### config.mk
export PLATFORM = sky130hd
export DESIGN_NAME = cap_sense_scanner_flat
export DESIGN_NICKNAME = d
export VERILOG_FILES = /design/src/rtl/cap_sense_scanner_if.sv /design/src/rtl/cap_sense_scanner.sv /design/src/flat_wrapper.sv
export SDC_FILE = /design/constraint.sdc
export NUM_CORES = 1
export LEC_CHECK = 0
export ABC_CLOCK_PERIOD_IN_PS = 1900
export BUFFER_PORTS_ARGS = -buffer_cell sky130_fd_sc_hd__buf_2
export CAP_MARGIN = 20
export CORE_MARGIN = 2
export CORE_UTILIZATION = 50
export CTS_CLUSTER_SIZE = 16
export DETAILED_ROUTE_END_ITERATION = 10
export PLACE_DENSITY_LB_ADDON = 0.25
export SLEW_MARGIN = 10
export SYNTH_ARGS = -nofsm -noshare
export SYNTH_HDL_FRONTEND = slang
export SYNTH_SLANG_ARGS = --single-unit
### constraint.sdc
create_clock -name clock -period 1.9 [get_ports clock]
set_input_delay 0.57 -clock clock [delete_from_list [all_inputs] [get_ports clock]]
set_output_delay 0.57 -clock clock [all_outputs]
set_load 0.03 [all_outputs]
### src/rtl/cap_sense_scanner_if.sv
// Processor-facing side of the touch scanner: debounced touch map,
// sticky press events with ack/mask clearing, and per-pad count readback.
interface cap_sense_scanner_if #(
  parameter int NUM_SENSORS = 9,
  parameter int CNT_W       = 12
);
  logic [3:0]             sel;
  logic                   ack;
  logic [NUM_SENSORS-1:0] ack_mask;
  logic [NUM_SENSORS-1:0] touch_map;
  logic [NUM_SENSORS-1:0] press_event;
  logic                   event_valid;
  logic                   scan_done;
  logic [CNT_W-1:0]       count_out;

  modport master (
    output sel, ack, ack_mask,
    input  touch_map, press_event, event_valid, scan_done, count_out
  );

  modport slave (
    input  sel, ack, ack_mask,
    output touch_map, press_event, event_valid, scan_done, count_out
  );
endinterface

### src/rtl/cap_sense_scanner.sv
// Capacitive pad scanner: charge all pads, time each discharge, threshold,
// debounce into a touch map and raise sticky press events.
module cap_sense_scanner #(
  parameter int NUM_SENSORS    = 9,
  parameter int CHARGE_CYCLES  = 64,
  parameter int TIMEOUT_CYCLES = 4095,
  parameter int CNT_W          = 12,
  parameter int THRESHOLD      = 200,
  parameter int DEBOUNCE       = 3
) (
  input  logic                   clock,
  input  logic                   reset,
  input  logic                   enable,
  input  logic [NUM_SENSORS-1:0] capacitive_sensors_in,
  output logic                   capacitive_sensors_out,
  cap_sense_scanner_if.slave     bus
);

  typedef enum logic [1:0] {IDLE, CHARGE, MEASURE, EVAL} state_t;

  localparam int CH_W = $clog2(CHARGE_CYCLES + 1);
  localparam int DB_W = $clog2(DEBOUNCE + 1);
  localparam logic [CH_W-1:0]  CHARGE_LAST  = CH_W'(CHARGE_CYCLES - 1);
  localparam logic [CNT_W-1:0] TIMEOUT_LAST = CNT_W'(TIMEOUT_CYCLES - 1);
  localparam logic [CNT_W-1:0] TIMEOUT_CNT  = CNT_W'(TIMEOUT_CYCLES);
  localparam logic [CNT_W-1:0] THRESH       = CNT_W'(THRESHOLD);
  localparam logic [DB_W-1:0]  DB_TARGET    = DB_W'(DEBOUNCE);

  state_t                 state_q, state_d;
  logic [CH_W-1:0]        charge_cnt_q, charge_cnt_d;
  logic [CNT_W-1:0]       m_q, m_d;
  logic [NUM_SENSORS-1:0] sync1_q, sync1_d, sync2_q, sync2_d;
  logic [NUM_SENSORS-1:0] fallen_q, fallen_d, new_fall;
  logic [NUM_SENSORS-1:0] touch_map_q, touch_map_d;
  logic [NUM_SENSORS-1:0] press_event_q, press_event_d;
  logic [CNT_W-1:0]       count_q [NUM_SENSORS];
  logic [CNT_W-1:0]       count_d [NUM_SENSORS];
  logic [CNT_W-1:0]       shown_q [NUM_SENSORS];
  logic [CNT_W-1:0]       shown_d [NUM_SENSORS];
  logic [DB_W-1:0]        agree_q [NUM_SENSORS];
  logic [DB_W-1:0]        agree_d [NUM_SENSORS];
  logic [DB_W-1:0]        agree_inc;
  logic                   out_q, out_d;
  logic                   scan_done_q, scan_done_d;
  logic [CNT_W-1:0]       count_out_q, count_out_d;

  always_comb begin
    state_d      = state_q;
    charge_cnt_d = charge_cnt_q;
    m_d          = m_q;
    fallen_d     = fallen_q;
    touch_map_d  = touch_map_q;
    count_d      = count_q;
    shown_d      = shown_q;
    agree_d      = agree_q;
    new_fall     = '0;
    agree_inc    = '0;
    sync1_d      = capacitive_sensors_in;
    sync2_d      = sync1_q;

    case (state_q)
      IDLE: begin
        if (enable) begin
          state_d      = CHARGE;
          charge_cnt_d = '0;
          m_d          = '0;
          fallen_d     = '0;
        end
      end
      CHARGE: begin
        if (charge_cnt_q == CHARGE_LAST) begin
          state_d = MEASURE;
        end else begin
          charge_cnt_d = charge_cnt_q + 1'b1;
        end
      end
      MEASURE: begin
        new_fall = ~fallen_q & ~sync2_q;
        for (int i = 0; i < NUM_SENSORS; i++) begin
          if (new_fall[i]) count_d[i] = m_q;
        end
        fallen_d = fallen_q | new_fall;
        if (&fallen_d) begin
          state_d = EVAL;
        end else if (m_q == TIMEOUT_LAST) begin
          state_d = EVAL;
          for (int i = 0; i < NUM_SENSORS; i++) begin
            if (!fallen_d[i]) count_d[i] = TIMEOUT_CNT;
          end
        end else begin
          m_d = m_q + 1'b1;
        end
      end
      EVAL: begin
        // A pad's counter only survives consecutive scans that disagree with touch_map.
        for (int i = 0; i < NUM_SENSORS; i++) begin
          shown_d[i] = count_q[i];
          if ((count_q[i] >= THRESH) != touch_map_q[i]) begin
            agree_inc = agree_q[i] + 1'b1;
            if (agree_inc == DB_TARGET) begin
              touch_map_d[i] = ~touch_map_q[i];
              agree_d[i]     = '0;
            end else begin
              agree_d[i] = agree_inc;
            end
          end else begin
            agree_d[i] = '0;
          end
        end
        state_d = IDLE;
      end
      default: state_d = IDLE;
    endcase

    press_event_d = (press_event_q & ~(bus.ack ? bus.ack_mask : '0))
                  | (touch_map_d & ~touch_map_q);
    out_d         = (state_d == CHARGE);
    scan_done_d   = (state_d == EVAL);

    count_out_d = '0;
    for (int i = 0; i < NUM_SENSORS; i++) begin
      if (int'(bus.sel) == i) count_out_d = shown_d[i];
    end
  end

  always_ff @(posedge clock) begin
    if (!reset) begin
      state_q       <= IDLE;
      charge_cnt_q  <= '0;
      m_q           <= '0;
      sync1_q       <= '1;
      sync2_q       <= '1;
      fallen_q      <= '0;
      touch_map_q   <= '0;
      press_event_q <= '0;
      count_q       <= '{default: '0};
      shown_q       <= '{default: '0};
      agree_q       <= '{default: '0};
      out_q         <= 1'b0;
      scan_done_q   <= 1'b0;
      count_out_q   <= '0;
    end else begin
      state_q       <= state_d;
      charge_cnt_q  <= charge_cnt_d;
      m_q           <= m_d;
      sync1_q       <= sync1_d;
      sync2_q       <= sync2_d;
      fallen_q      <= fallen_d;
      touch_map_q   <= touch_map_d;
      press_event_q <= press_event_d;
      count_q       <= count_d;
      shown_q       <= shown_d;
      agree_q       <= agree_d;
      out_q         <= out_d;
      scan_done_q   <= scan_done_d;
      count_out_q   <= count_out_d;
    end
  end

  assign capacitive_sensors_out = out_q;
  assign bus.touch_map          = touch_map_q;
  assign bus.press_event        = press_event_q;
  assign bus.event_valid        = |press_event_q;
  assign bus.scan_done          = scan_done_q;
  assign bus.count_out          = count_out_q;

endmodule
### src/flat_wrapper.sv
// flat-port wrapper written by rule: the top's interface ports become plain ports
module cap_sense_scanner_flat 
#(
  parameter int NUM_SENSORS    = 9,
  parameter int CHARGE_CYCLES  = 64,
  parameter int TIMEOUT_CYCLES = 4095,
  parameter int CNT_W          = 12,
  parameter int THRESHOLD      = 200,
  parameter int DEBOUNCE       = 3
)
  (clock, reset, enable, capacitive_sensors_in, capacitive_sensors_out, bus_sel, bus_ack, bus_ack_mask, bus_touch_map, bus_press_event, bus_event_valid, bus_scan_done, bus_count_out);
  cap_sense_scanner_if #(.NUM_SENSORS(NUM_SENSORS), .CNT_W(CNT_W)) bus_i ();
  input  logic clock;
  input  logic reset;
  input  logic enable;
  input  logic [NUM_SENSORS-1:0] capacitive_sensors_in;
  output logic capacitive_sensors_out;
  input wire logic [$bits(bus_i.sel)-1:0] bus_sel;
  input wire logic [$bits(bus_i.ack)-1:0] bus_ack;
  input wire logic [$bits(bus_i.ack_mask)-1:0] bus_ack_mask;
  output wire logic [$bits(bus_i.touch_map)-1:0] bus_touch_map;
  output wire logic [$bits(bus_i.press_event)-1:0] bus_press_event;
  output wire logic [$bits(bus_i.event_valid)-1:0] bus_event_valid;
  output wire logic [$bits(bus_i.scan_done)-1:0] bus_scan_done;
  output wire logic [$bits(bus_i.count_out)-1:0] bus_count_out;
  assign bus_i.sel = bus_sel;
  assign bus_i.ack = bus_ack;
  assign bus_i.ack_mask = bus_ack_mask;
  assign bus_touch_map = bus_i.touch_map;
  assign bus_press_event = bus_i.press_event;
  assign bus_event_valid = bus_i.event_valid;
  assign bus_scan_done = bus_i.scan_done;
  assign bus_count_out = bus_i.count_out;
  cap_sense_scanner #(.NUM_SENSORS(NUM_SENSORS), .CHARGE_CYCLES(CHARGE_CYCLES), .TIMEOUT_CYCLES(TIMEOUT_CYCLES), .CNT_W(CNT_W), .THRESHOLD(THRESHOLD), .DEBOUNCE(DEBOUNCE)) u_core (.clock(clock), .reset(reset), .enable(enable), .capacitive_sensors_in(capacitive_sensors_in), .capacitive_sensors_out(capacitive_sensors_out), .bus(bus_i));
endmodule
==> results of run 1 <==
## repair_timing
item | CTS | global route
setup buffers | 2 | 4
pin swaps | 1 | 11
setup endpoints to repair | 26 | 57
cloned | 1 | 2
resized for setup | 38 | 79
## placed cells by master (no fill, tap or decap), types with 5 or more instances in the layout
master,instances
a21boi_0,44
a21boi_1,99
a21oi_1,10
a22oi_1,14
a32o_1,6
and2_1,11
and3_1,7
buf_12,25
buf_2,56
buf_4,145
buf_6,11
clkbuf_1,6
clkbuf_16,36
clkbuf_8,5
clkinv_2,5
dfxtp_1,310
inv_1,8
mux2i_1,165
mux2i_2,17
mux2i_4,19
nand2_1,77
nand2b_1,28
nand3_1,30
nand4_1,6
nor2_1,48
nor2b_1,121
nor3_1,11
nor3_2,9
nor4_1,11
o21a_1,9
o21ai_0,21
o22ai_1,29
o311a_1,6
o311ai_0,9
o31a_1,6
or3_1,8
or4_1,9
xnor2_1,6
xor2_1,7
## layer usage
metal  vias up  share of wire
met5         -        0.00041
met4         2          0.035
met3        75          0.055
met2       283           0.46
met1      5179           0.45
li1       5142              -
## worst min path at each step
stage                                             from                            to  cells after the start
after global routing          capacitive_sensors_in[4]  u_core.sync1_q[4]$_SDFF_PN1_                      2
after detailed placement  u_core.sync1_q[0]$_SDFF_PN1_  u_core.sync2_q[0]$_SDFF_PN1_                      1
after global placement    u_core.sync1_q[4]$_SDFF_PN1_  u_core.sync2_q[4]$_SDFF_PN1_                      1
after floorplan           u_core.sync1_q[0]$_SDFF_PN1_  u_core.sync2_q[0]$_SDFF_PN1_                      1
final                         capacitive_sensors_in[8]  u_core.sync1_q[8]$_SDFF_PN1_                      2
after CTS                     capacitive_sensors_in[8]  u_core.sync1_q[8]$_SDFF_PN1_                      2
## metrics by stage
stage | power, mW | util
global route | 14.0 | 0.639
detailed placement | 7.23 | 0.574
global placement | 7.23 | 0.574
CTS | 13.7 | 0.621
finish | 13.6 | 0.639
floorplan | 7.04 | -
## final cells by class
cell class | count | area share
Multi-Input combinational cell | 919 | 0.418
Sequential cell | 314 | 0.370
Timing Repair Buffer | 241 | 0.122
Clock inverter | 13 | 0.00853
Inverter | 8 | 0.00176
Tap cell | 341 | 0.0251
Clock buffer | 45 | 0.0553
## cell families (layout without fill, tap and decap cells)
family,count (synthesis),count (layout)
muxes,206,206
AOI/OAI and AO/OA,292,292
and+or+nand+nor,404,405
xor gates and xnor gates,13,13
buffers and inverters,114,307
adders and majority gates,3,3
DFF,314,314
## state kept, by name, indices dropped and copies added, names as in the netlist, 9 cells and up
register,flops
u_core.bus.touch_map,9
u_core.fallen_q,9
u_core.sync1_q,9
u_core.sync2_q,9
u_core.bus.press_event,9
u_core.agree_q,18
u_core.count_q,108
u_core.m_q,12
u_core.bus.count_out,12
u_core.shown_q,108
## power breakdown
| group | switching (mW) | total [mW] | internal, mW | leakage [nW] |
|---|---|---|---|---|
| clock | 2.71 | 6.49 | 3.79 | 0.538 |
| sequential | 0.0173 | 6.63 | 6.61 | 2.54 |
| combinational | 0.243 | 0.476 | 0.232 | 3.49 |
==> results.txt, run 1 <==
First-pass DRT Iterations: 5
syn_area_per_cell: 9.99 um^2
Area after DPL: 15300 um^2
final-report setup violation count: 3
mux share of post-synthesis cell area: 0.157
end of the critical path: bus_event_valid
Yosys top cell by area: dfxtp_1
number of antenna violations at the first check in global routing: 1
Final Cycle Share: 1.03
Area Growth Syn to Fin: 26.6%
worst skew pair latency: 0.53 ns
worst vdd ir: 0.599 mV
Detailed Place HPWL: 27.2 mm
Placement Setup Slack: -0.221 ns
Critical Path Source Type: register
Fin. Hold Viols: 0
critical path depth: 3
Post-synth EDFFs: 0
Core ar.: 26700 um^2
# rows: 60
actual slew at the worst max-slew pin: 0.479 ns
area occupied by multi-input gates: 7110 um^2
Root Buffer: clkbuf_16
largest family of logic cells by synthesized area: simple AND/OR/NAND/NOR gates
count leader, synth: dfxtp_1
Port Buffers: 58
failing checks: negative setup slack
Post-synth ARST share: 0
global-route wire length before repair: 59.3 mm
Simple-Gate Fraction of Synth Area: 0.166
die width: 168 um
relative slew slack: 0.671
slowest stage cell, crit path: dfxtp_2
CP Class: reg -> out
fillcell total: 2158
top post-synthesis cells by count: dfxtp_1, mux2i_1, nor2b_1
gr busiest metal: met2
status: complete, but fails checks
Synth Area in Compound Gates: 0.158
Vias: 10700
R2R cell count: 6
# DRC: 0
Die H: 168 um
unrepaired setup endpoints after global routing: true
Clock Sinks: 314
FF-to-FF setup slack: -0.03 ns
met1 usage: 0.371
largest net degree at the start of global routing: 90
CTS tree: yes
htree depth: 2
Post-Route Setup TNS: -0.111 ns
Routed Wire Length: 39.2 mm
PwrDens: 798 nW/um^2
Synth Register Bits: 314
CP bufs+invs: 1
sequential cell area: 6300 um^2
drt via density: 5.68
Top FF cell, synth: dfxtp_1
Final min period: 1.96 ns
Largest delay share family, worst path: simple AND/OR/NAND/NOR gates
antenna cells: 0
critical-path cell list: nor4_4 -> nand3_1 -> buf_6
final instance area: 17000 um^2
gp weighted congestion: 0.935
clock buffer depth: 3
Mapped Cells: 1346
Ports: 59
static leakage: 6.56 nW
post-synthesis sequential area ratio: 0.467
Critical Path Source: u_core.bus.press_event[4]$_SDFF_PN0_
crit-path max FO: 2
largest cells by area after synthesis: dfxtp_1, mux2i_1, nor2b_1, a21boi_1, a21boi_0
post-synthesis net count: 1375
GR Util met3: 0.0454
capturing point of the worst reg2reg path: u_core.bus.count_out[9]$_SDFF_PN0_
worst setup margin: -0.0594 ns
Largest stage delay, worst path: 0.34 ns
Min Hold Slack: 0.234 ns
Worst setup EP type: output port
iteration-0 DRC count of the detailed router: 915
Worst R2R Start: u_core.state_q[1]$_SDFF_PN0_
Worst EP required: 1.33 ns
Total GRT Usage: 0.273
met2 usage: 0.435
vias in the first global route: 10200
GR Overflow Total: 0
Post-layout nets: 1547
Post-Syn Area: 13500 um^2
Netlist cell types: 61
Num CTS Buffers: 34
yosys warns: 0
Post-Synth Adder-Cell Area: 0.00279
Min-Delay Path Class: in -> reg
Arr. time, crit path: 1.39 ns
Final Skew: 0.0241 ns
fin. max-slew vios: 0
layout cell share with drive strength beyond 1: 0.245
Max-cap violations: 0
Hold Buf Count CTS: 0
mean routed wirelength per cell: 20.8 um
XOR/XNOR Fraction of Synth Area: 0.00847
Antenna Nets Post-Route: 0
fin cells: 1881
Starting Density: 0.505
post-synth top area share: 0.467
Clock Pin Slew Worst Setup and Hold Paths: 0.06 ns
die area: 28200 um^2
fmax: 510 MHz
Placed Cells: 1814
No activity file was read; power rests on OpenSTA's default activity.
==> run 2, diff against run 1 <==
--- a/config.mk
+++ b/config.mk
@@ -13,4 +13,6 @@
 export CTS_CLUSTER_SIZE = 16
 export DETAILED_ROUTE_END_ITERATION = 10
+export GPL_ROUTABILITY_DRIVEN = 0
+export MAX_ROUTING_LAYER = met4
 export PLACE_DENSITY_LB_ADDON = 0.25
 export SLEW_MARGIN = 10
==> constraint.sdc (replaced) <==
create_clock -name clock -period 1.9 [get_ports clock]
set_input_delay 0.285 -clock clock [delete_from_list [all_inputs] [get_ports clock]]
set_output_delay 0.285 -clock clock [all_outputs]
set_load 0.03 [all_outputs]
==> results.txt, run 2 (synthesis gave the netlist of run 1 again) <==
status: complete, but fails checks
failing checks: negative setup slack
Worst R2R Start: u_core.state_q[0]$_SDFF_PN0_
Sw Share: 0.214 (-0.00395)
vias in the first global route: 10300 (+0.96%)
Vias: 10700 (-0.27%)
Fin. Hold Viols: 0 (unchanged)
number of antenna violations at the first check in global routing: 0 (-1)
Arr. time, crit path: 2.31 ns (+0.92 ns)
# rows: 60 (unchanged)
final-report setup violation count: 3 (unchanged)
Post-Route Utilization: 0.634 (-0.00488)
drt via density: 5.69 (+0.26%)
area occupied by multi-input gates: 7040 um^2 (-1.0%)
Port Buffers: 58 (unchanged)
Worst setup EP type: register
Antenna Nets Post-Route: 0 (unchanged)
CTS tree: yes
Core ar.: 26700 um^2 (unchanged)
worst vdd ir: 0.447 mV (-25%)
Largest stage delay, worst path: 0.41 ns (+0.07 ns)
total power: 13.4 mW (-1.7%)
Post-layout nets: 1537 (-0.65%)
antenna cells: 0 (unchanged)
worst setup margin: -0.0161 ns (+0.0433 ns)
fin. max-slew vios: 0 (unchanged)
Min Hold Slack: 0.0975 ns (-0.137 ns)
Root Buffer: clkbuf_16
Num CTS Buffers: 34 (unchanged)
FF-to-FF setup slack: -0.02 ns (about the same)
Largest delay share family, worst path: simple AND/OR/NAND/NOR gates
actual slew at the worst max-slew pin: 0.520 ns (+0.0411 ns)
relative slew slack: 0.649 (-0.0219)
hold_sp: bus_ack_mask[4]
slowest stage cell, crit path: or3_4
Clock Pin Slew Worst Setup and Hold Paths: 0.06 ns (about the same)
Seq pwr share: 0.496 (+0.009)
Max-cap violations: 0 (unchanged)
Final Skew: 0.0212 ns (-0.00297 ns)
htree depth: 2 (unchanged)
Worst Hold Path Cells: 3 (+1)
critical-path cell list: nand2_8 -> clkbuf_16 -> mux2i_1 -> o22ai_1 -> or3_4 -> o31a_1
fin cells: 1871 (-0.53%)
global-route wire length before repair: 58.2 mm (-1.9%)
iteration-0 DRC count of the detailed router: 849 (-7.2%)
Ports: 59 (unchanged)
die area: 28200 um^2 (unchanged)
CP Class: reg -> reg
Placed Cells: 1787 (-1.5%)
sequential cell area: 6290 um^2 (about the same)
Comb pwr share: 0.036 (about the same)
Post-Route Setup TNS: -0.0417 ns (+0.0694 ns)
die width: 168 um (unchanged)
CP bufs+invs: 1 (unchanged)
First-pass DRT Iterations: 5 (unchanged)
most frequent cells in the layout: dfxtp_1, mux2i_1, buf_4, nor2b_1, a21boi_1
Min-Delay Path Class: in -> reg
unrepaired setup endpoints after global routing: true
crit-path max FO: 8 (+6)
Die H: 168 um (unchanged)
Final min period: 1.92 ns (-0.0433 ns)
capturing point of the worst reg2reg path: u_core.bus.count_out[6]$_SDFF_PN0_
biggest regs: u_core.count_q (108), u_core.shown_q (108), u_core.agree_q (18)
switching power: 2.86 mW (-3.5%)
# DRC: 0 (unchanged)
Routed Wire Length: 38.4 mm (-2.1%)
Critical Path Source Type: register
commonest non-fill, non-tap cell in the layout: dfxtp_1
Placement Setup Slack: -0.146 ns (+0.0745 ns)
Total GRT Usage: 0.273 (about the same)
largest net degree at the start of global routing: 61 (-32%)
cell-internal power: 10.5 mW (-1.3%)
worst skew pair latency: 0.51 ns (-0.02 ns)
fillcell total: 2118 (-1.9%)
layout cell share with drive strength beyond 1: 0.227 (-0.0174)
Clock Power Share: 0.468 (-0.010)
Starting Density: 0.505 (unchanged)
final instance area: 16900 um^2 (-0.76%)
worst-case hold path end point: u_core.bus.press_event[4]$_SDFF_PN0_
Worst EP required: 2.29 ns (+0.96 ns)
Area after DPL: 15000 um^2 (-1.6%)
Final Cycle Share: 1.01 (-0.0228)
mean routed wirelength per cell: 20.5 um (-1.6%)
Clock Sinks: 314 (unchanged)
clock buffer depth: 3 (unchanged)
fmax: 522 MHz (+2.3%)
R2R cell count: 6 (unchanged)
GR Overflow Total: 0 (unchanged)
static leakage: 6.52 nW (-0.65%)
Detailed Place HPWL: 25.4 mm (-6.7%)
PwrDens: 791 nW/um^2 (-0.99%)
Area Growth Syn to Fin: 25.6%
run 2: cell count changes in the layout (fill, tap and decap cells not counted), moves of 4 or more:
cell           before  now
buf_12             25   18
buf_16              0    4
buf_4             145  131
buf_6              11    6
clkbuf_16          36   41
dlygate4sd3_1       0    9
nor2b_1           121  117
nor2b_2             0    4
run 2: how the worst max path moves through the flow:
stage	end	startpoint	slack (ns)	depth (start not counted)
after floorplan	u_core.m_q[5]$_SDFFE_PN0P_	u_core.m_q[0]$_SDFFE_PN0P_	0.03	8
after global placement	u_core.bus.count_out[5]$_SDFF_PN0_	u_core.state_q[1]$_SDFF_PN0_	-0.08	7
after detailed placement	u_core.bus.count_out[5]$_SDFF_PN0_	u_core.state_q[1]$_SDFF_PN0_	-0.15	7
after CTS	u_core.bus.count_out[9]$_SDFF_PN0_	u_core.state_q[1]$_SDFF_PN0_	-0.01	6
after global routing	u_core.m_q[6]$_SDFFE_PN0P_	u_core.sync2_q[5]$_SDFF_PN1_	-0.05	6
final	u_core.bus.count_out[6]$_SDFF_PN0_	u_core.state_q[0]$_SDFF_PN0_	-0.02	6
run 2: cell type report:
type	instances	area share
Multi-Input combinational cell	918	0.417
Sequential cell	314	0.373
Timing Repair Buffer	232	0.122
Clock buffer	51	0.0595
Tap cell	341	0.0253
Clock inverter	7	0.00230
Inverter	8	0.00178
run 2: routing by layer:
layer / GRT usage / part of all wire / up-vias
met3: 0.0381 / 0.046 / 87
met5: - / 0 / -
met2: 0.425 / 0.46 / 275
met4: 0.121 / 0.046 / 0
met1: 0.355 / 0.45 / 5174
li1: - / - / 5116
run 2: tightest hold or removal path: cells and delay by family:
kind / cells / cell delay (ns)
buffers and inverters: 1 / 0.09
and+or+nand+nor: 1 / 0.05
AOI/OAI and AO/OA: 1 / 0.15
run 2: repair_timing:
| action | in CTS | in global routing |
|---|---|---|
| resized for setup | 17 | 79 |
| endpoints found under the setup margin | 14 | 140 |
| hold buffers | 9 | 0 |
| hold endpoints to repair | 9 | 0 |
| buffers inserted | 0 | 9 |
| pin swaps | 1 | 11 |
| cloned | 1 | 7 |
run 2: power by group through the flow:
stage                     Clock (mW)  Sequential (mW)  Combinational (mW)
after floorplan                    0             6.78               0.258
after global placement             0             6.77               0.440
after detailed placement           0             6.77               0.444
after CTS                       6.33             6.62               0.463
after global routing            6.62             6.62               0.519
final                           6.25             6.62               0.484
